[src/rtl/switch_debounce.sv]
// Push-button debouncer: synchroniser, qualification counter and
// registered rise/fall strobes on the clean level.
module switch_debounce #(
  parameter int DEBOUNCE_LIMIT = 250000,
  parameter int SYNC_STAGES    = 2
) (
  input  logic i_Clk,
  input  logic i_Rst_L,
  input  logic i_Switch,
  output logic o_Switch,
  output logic o_Rise,
  output logic o_Fall
);

  localparam int CW = $clog2(DEBOUNCE_LIMIT + 1);
  localparam logic [CW-1:0] LAST = CW'(DEBOUNCE_LIMIT - 1);

  logic [SYNC_STAGES-1:0] sync_q, sync_d;
  logic [CW-1:0]          cnt_q, cnt_d;
  logic                   sw_q, sw_d;
  logic                   rise_q, rise_d;
  logic                   fall_q, fall_d;
  logic                   s;
  logic                   commit;

  assign s      = sync_q[SYNC_STAGES-1];
  assign commit = (s != sw_q) && (cnt_q == LAST);

  always_comb begin
    sync_d = {sync_q[SYNC_STAGES-2:0], i_Switch};
    cnt_d  = '0;
    // any disagreement-free cycle restarts qualification
    if (s != sw_q && !commit) cnt_d = cnt_q + CW'(1);
    sw_d   = commit ? s : sw_q;
    rise_d = commit & s;
    fall_d = commit & ~s;
  end

  always_ff @(posedge i_Clk or negedge i_Rst_L) begin
    if (!i_Rst_L) begin
      sync_q <= '0;
      cnt_q  <= '0;
      sw_q   <= 1'b0;
      rise_q <= 1'b0;
      fall_q <= 1'b0;
    end else begin
      sync_q <= sync_d;
      cnt_q  <= cnt_d;
      sw_q   <= sw_d;
      rise_q <= rise_d;
      fall_q <= fall_d;
    end
  end

  assign o_Switch = sw_q;
  assign o_Rise   = rise_q;
  assign o_Fall   = fall_q;

endmodule

[config.mk]
export PLATFORM = sky130hd
export DESIGN_NAME = switch_debounce
export DESIGN_NICKNAME = d
export VERILOG_FILES = /design/src/rtl/switch_debounce.sv
export SDC_FILE = /design/constraint.sdc
export NUM_CORES = 1
export LEC_CHECK = 0
export BUFFER_PORTS_ARGS = -buffer_cell sky130_fd_sc_hd__buf_4
export CORE_MARGIN = 3
export CORE_UTILIZATION = 48
export DETAILED_ROUTE_END_ITERATION = 7
export PLACE_DENSITY = 0.75
export SETUP_SLACK_MARGIN = 0.2
export SLEW_MARGIN = 20
export SYNTH_ARGS = -nofsm -noshare
export SYNTH_HDL_FRONTEND = slang
export SYNTH_SLANG_ARGS = --single-unit
[constraint.sdc]
create_clock -name i_Clk -period 5.9 [get_ports i_Clk]
set_input_delay 0.59 -clock i_Clk [delete_from_list [all_inputs] [get_ports i_Clk]]
set_output_delay 0.59 -clock i_Clk [all_outputs]
set_load 0.005 [all_outputs]
# Yosys cells after proc, flatten, opt, wreduce, memory -nomap -nowiden
# Cells that the tools add are included.
totals:
  register_bits: 23
  output_inout_bits: 3
  inputBits: 3
op_classes:
  eq_ne: 2
  n_reduce_logical: 3
  addsub: 1
  muxes: 1
  bitwise_logic: 3
ops:
  columns: ["op", "n"]
  rows:
  - ["18-bit by 1-bit adder with 18-bit output, second input constant", 1]
  - ["18-bit equality test, second input constant", 1]
  - ["18-bit 2-to-1 mux", 1]
  - ["1-bit AND", 2]
  - ["1-bit logical AND", 2]
  - ["1-bit zero test", 1]
  - ["1-bit != test", 1]
  - ["1-bit inverter", 1]

# Logic depth before layout (Yosys ltp)
logic_depth:
  ltp_word: 5
  mapped_depth: 5
  depth_no_buf: 5

# Worst setup path after synthesis
# No wires, ideal clock.
synth_timing:
  path_type: "register to register"
  startpoint: "register cnt_q[11]"
  endpoint: "register cnt_q[10]"
  synth_period_minus_slack_ns: 1.871
  n_path_buf: 1
  slack_ns: 4.029
  path_stages_with_launch: 5
  setup_time_ns: 0.122
  arrival_ns: 1.750
  path_cell_list: "dfrtp_1 -> or4b_1 -> o41ai_2 -> buf_2 -> nor2_1"
synth_via:
  elab_chain_cells: 5
synth_rtl:
  columns: ["item", "line", "text"]
  rows:
  - ["start, declared", "19", "logic [CW-1:0] cnt_q, cnt_d;"]
  - ["start signal, assigned", "48", "cnt_q <= cnt_d;"]
  - ["18-bit equality test", "27", "assign commit = (s != sw_q) && (cnt_q == LAST);"]
  - ["1-bit logical AND", "27", null]
  - ["1-bit zero test", "33", "if (s != sw_q && !commit) cnt_d = cnt_q + CW'(1);"]
  - ["1-bit logical AND", "33", null]
  - ["18-bit 2-to-1 mux", "33", null]
  - ["named net cnt_d[10]", "19", null]
# The timed path passes the listed nets, and every way through them passes these cells.
# A chain may end at the register's enable or synchronous reset.

# Worst setup path in the final report
# Ends and elaborated chain as after synthesis.

==> metrics.txt <==
outcome=finished clean; number of synthesized register bits=23; DR iter-0 viols=13; H-tree Lvls=1; initial antenna violation count=0; DIE AREA=2830 um^2; Max transition margin=50.4%; Tmin final=2.12 ns; total iterations of the first detailed-routing run=4; final std cells w/o fill=136; placed insts=132; number of instances resized during post-cts repair=0; mean cell area of the mapped netlist=10.6 um^2; worst hold path type=in2async; worst vdd rail ir drop=0.184 mV; post-synthesis cell type count=27; number of placement rows=16; unrepaired setup endpoints after global routing=no; area growth from synthesis to layout=9.25%; clk_skew=0.0123 ns; clock tree from TritonCTS=yes; via count of the first global-routing pass=780; Max clock buf depth=2; proportion of layout cells with a drive suffix above 1=12.8%; sequential element share of the synthesized area=53.9%; RePlAce Congestion=0.912; R2R Path End=cnt_q[10]; leakage=0.464 nW; Post-synth EDFFs=0; total overflow reported by the global router=0; dominant register cell in the synthesized netlist=sky130_fd_sc_hd__dfrtp_1; crit path capture type=flop; Max Cap Viol=0; Critical R2R Launch=cnt_q[11]; vias per inst=5.50; largest area contributor in the synthesized netlist=sky130_fd_sc_hd__dfrtp_1; total cell area at the placement stage=1140 um^2; number of buffers inserted by hold repair at cts=0; reg-to-reg slack, setup=3.78 ns; ys async rst share=100%; R2R cell count=4; Hold Vio Cnt, Final=0; CTS root buf=sky130_fd_sc_hd__clkbuf_4; synthesized netlist net count=105; transition at the pin with the smallest max-transition slack=0.735 ns; startpoint class of the critical path=flop; final total negative setup slack=0 ns; cell types with the largest area share after synthesis=sky130_fd_sc_hd__dfrtp_1 54%, sky130_fd_sc_hd__xor2_1 5.7%, sky130_fd_sc_hd__nor2_1 4.9%; die extent in x=53.2 um; cell area power density=209 nW/um^2; number of clock buffers inserted by TritonCTS=3; Routed Wire Length=1870 um; global-route wire length before repair=3400 um; DRC viols=0; synthesized area=1070 um^2; pin count of the biggest net entering global routing=24; I/O Buffers=5; floorplan die height=53.2 um; most used standard cell by instance count after synthesis=sky130_fd_sc_hd__dfrtp_1; top cells by instance count after synthesis=23 x sky130_fd_sc_hd__dfrtp_1, 14 x sky130_fd_sc_hd__nor2_1, 7 x sky130_fd_sc_hd__xor2_1; final design utilization=57.2%; final setup violating endpoints=0; critical path data arrival time=2.33 ns; post-layout power=0.244 mW; Ant. Diodes=0; final HPWL from detailed placement=1400 um; finished layout cell area=1170 um^2; clk slew on worst S/H paths=0.13 ns; I/O Pins=6; Final Slew Violations=0; Max Clk Rate=0.471 GHz; number of clock sinks=23; number of nets in the layout=114; Detail Route Antenna Nets=0; DR vias=748; type of the setup path with the least slack=reg2reg; area of the core=2040 um^2; gate count after technology mapping=101; final period utilization=36.0%; area fraction of the dominant cell type after synthesis=53.9%; total setup buffers inserted after CTS=0; Initial Util=52.3%; total number of yosys warnings=0; total routing usage reported by global routing=17.1%; Clock Latency Late Sink=0.31 ns; biggest fanout along the worst timing path=10; critical path data required time=6.10 ns; post-detailed-route wirelength per cell=13.8 um
==> through the flow <==
| step | setup slack (ns) | hold slack (ns) |
|---|---|---|
| final | 3.78 | 0.134 |
| after detailed placement | 3.78 | 0.345 |
| after floorplan | 4.03 | 0.294 |
| after CTS | 3.76 | 0.138 |
| after global placement | 3.87 | 0.336 |
| after global routing | 3.51 | 0.132 |
==> cell families after synthesis <==
logic type / Yosys count / synth area share, %
DFF: 23 / 53.9
AOI/OAI and AO/OA: 9 / 5.50
xor gates and xnor gates: 13 / 10.7
and+or+nand+nor: 51 / 26.5
muxes: 1 / 1.05
buffers and inverters: 3 / 1.29
adders and majority gates: 1 / 1.17
==> power breakdown <==
part,switching [mW],internal [mW]
clock network,0.0467,0.0259
registers,0.00233,0.160
logic,0.00599,0.00334
total,0.0550,0.189
==> routing by layer <==
layer | vias up | track usage (%) | wire [um]
li1 | 386 | - | -
met1 | 350 | 21.7 | 881
met2 | 7 | 27.5 | 908
met3 | 5 | 3.38 | 37
met4 | 0 | 8.94 | 44
met5 | - | 0 | 0
==> worst max path at each step <==
stage               cells past startpoint  slack (ns)         to  startpoint
global placement                        4        3.87   cnt_q[9]   cnt_q[11]
CTS                                     4        3.76  cnt_q[10]   cnt_q[11]
global route                            5        3.51   cnt_q[5]    cnt_q[8]
finish                                  4        3.78  cnt_q[10]   cnt_q[11]
floorplan                               4        4.03  cnt_q[10]   cnt_q[11]
detailed placement                      4        3.78  cnt_q[10]   cnt_q[11]
==> registers in the layout, indices dropped and copies added (netlist names) <==
register / flops
o_Switch: 1
sync_q: 2
o_Fall: 1
cnt_q: 18
o_Rise: 1
==> critical path, cell delays in order (launching register included) <==
cell,delay (ns)
sky130_fd_sc_hd__dfrtp_1,0.47
sky130_fd_sc_hd__or4b_1,0.58
sky130_fd_sc_hd__o41ai_2,0.62
sky130_fd_sc_hd__buf_4,0.29
sky130_fd_sc_hd__nor2_1,0.06
==> layout make-up <==
type	count	area (um^2)
multi-input combinational	75	479
clock buffer	3	22.5
fill	184	875
tap	27	33.8
sequential	23	576
timing repair buffer	6	45.0
clock inverter	1	7.51
inverter	1	3.75
==> cells in the final DEF, fill, tap and decap left out, types with 3 or more instances in the layout <==
cell	count
sky130_fd_sc_hd__xor2_1	7
sky130_fd_sc_hd__or4_1	5
sky130_fd_sc_hd__nand4_1	6
sky130_fd_sc_hd__or3_1	3
sky130_fd_sc_hd__clkbuf_4	3
sky130_fd_sc_hd__o21ai_0	3
sky130_fd_sc_hd__a21oi_1	4
sky130_fd_sc_hd__xnor2_1	6
sky130_fd_sc_hd__nor4_1	3
sky130_fd_sc_hd__nor2_1	14
sky130_fd_sc_hd__buf_4	6
sky130_fd_sc_hd__nand2_1	6
sky130_fd_sc_hd__dfrtp_1	23
sky130_fd_sc_hd__nand3_1	4
Power figures use the tool's default switching activity.
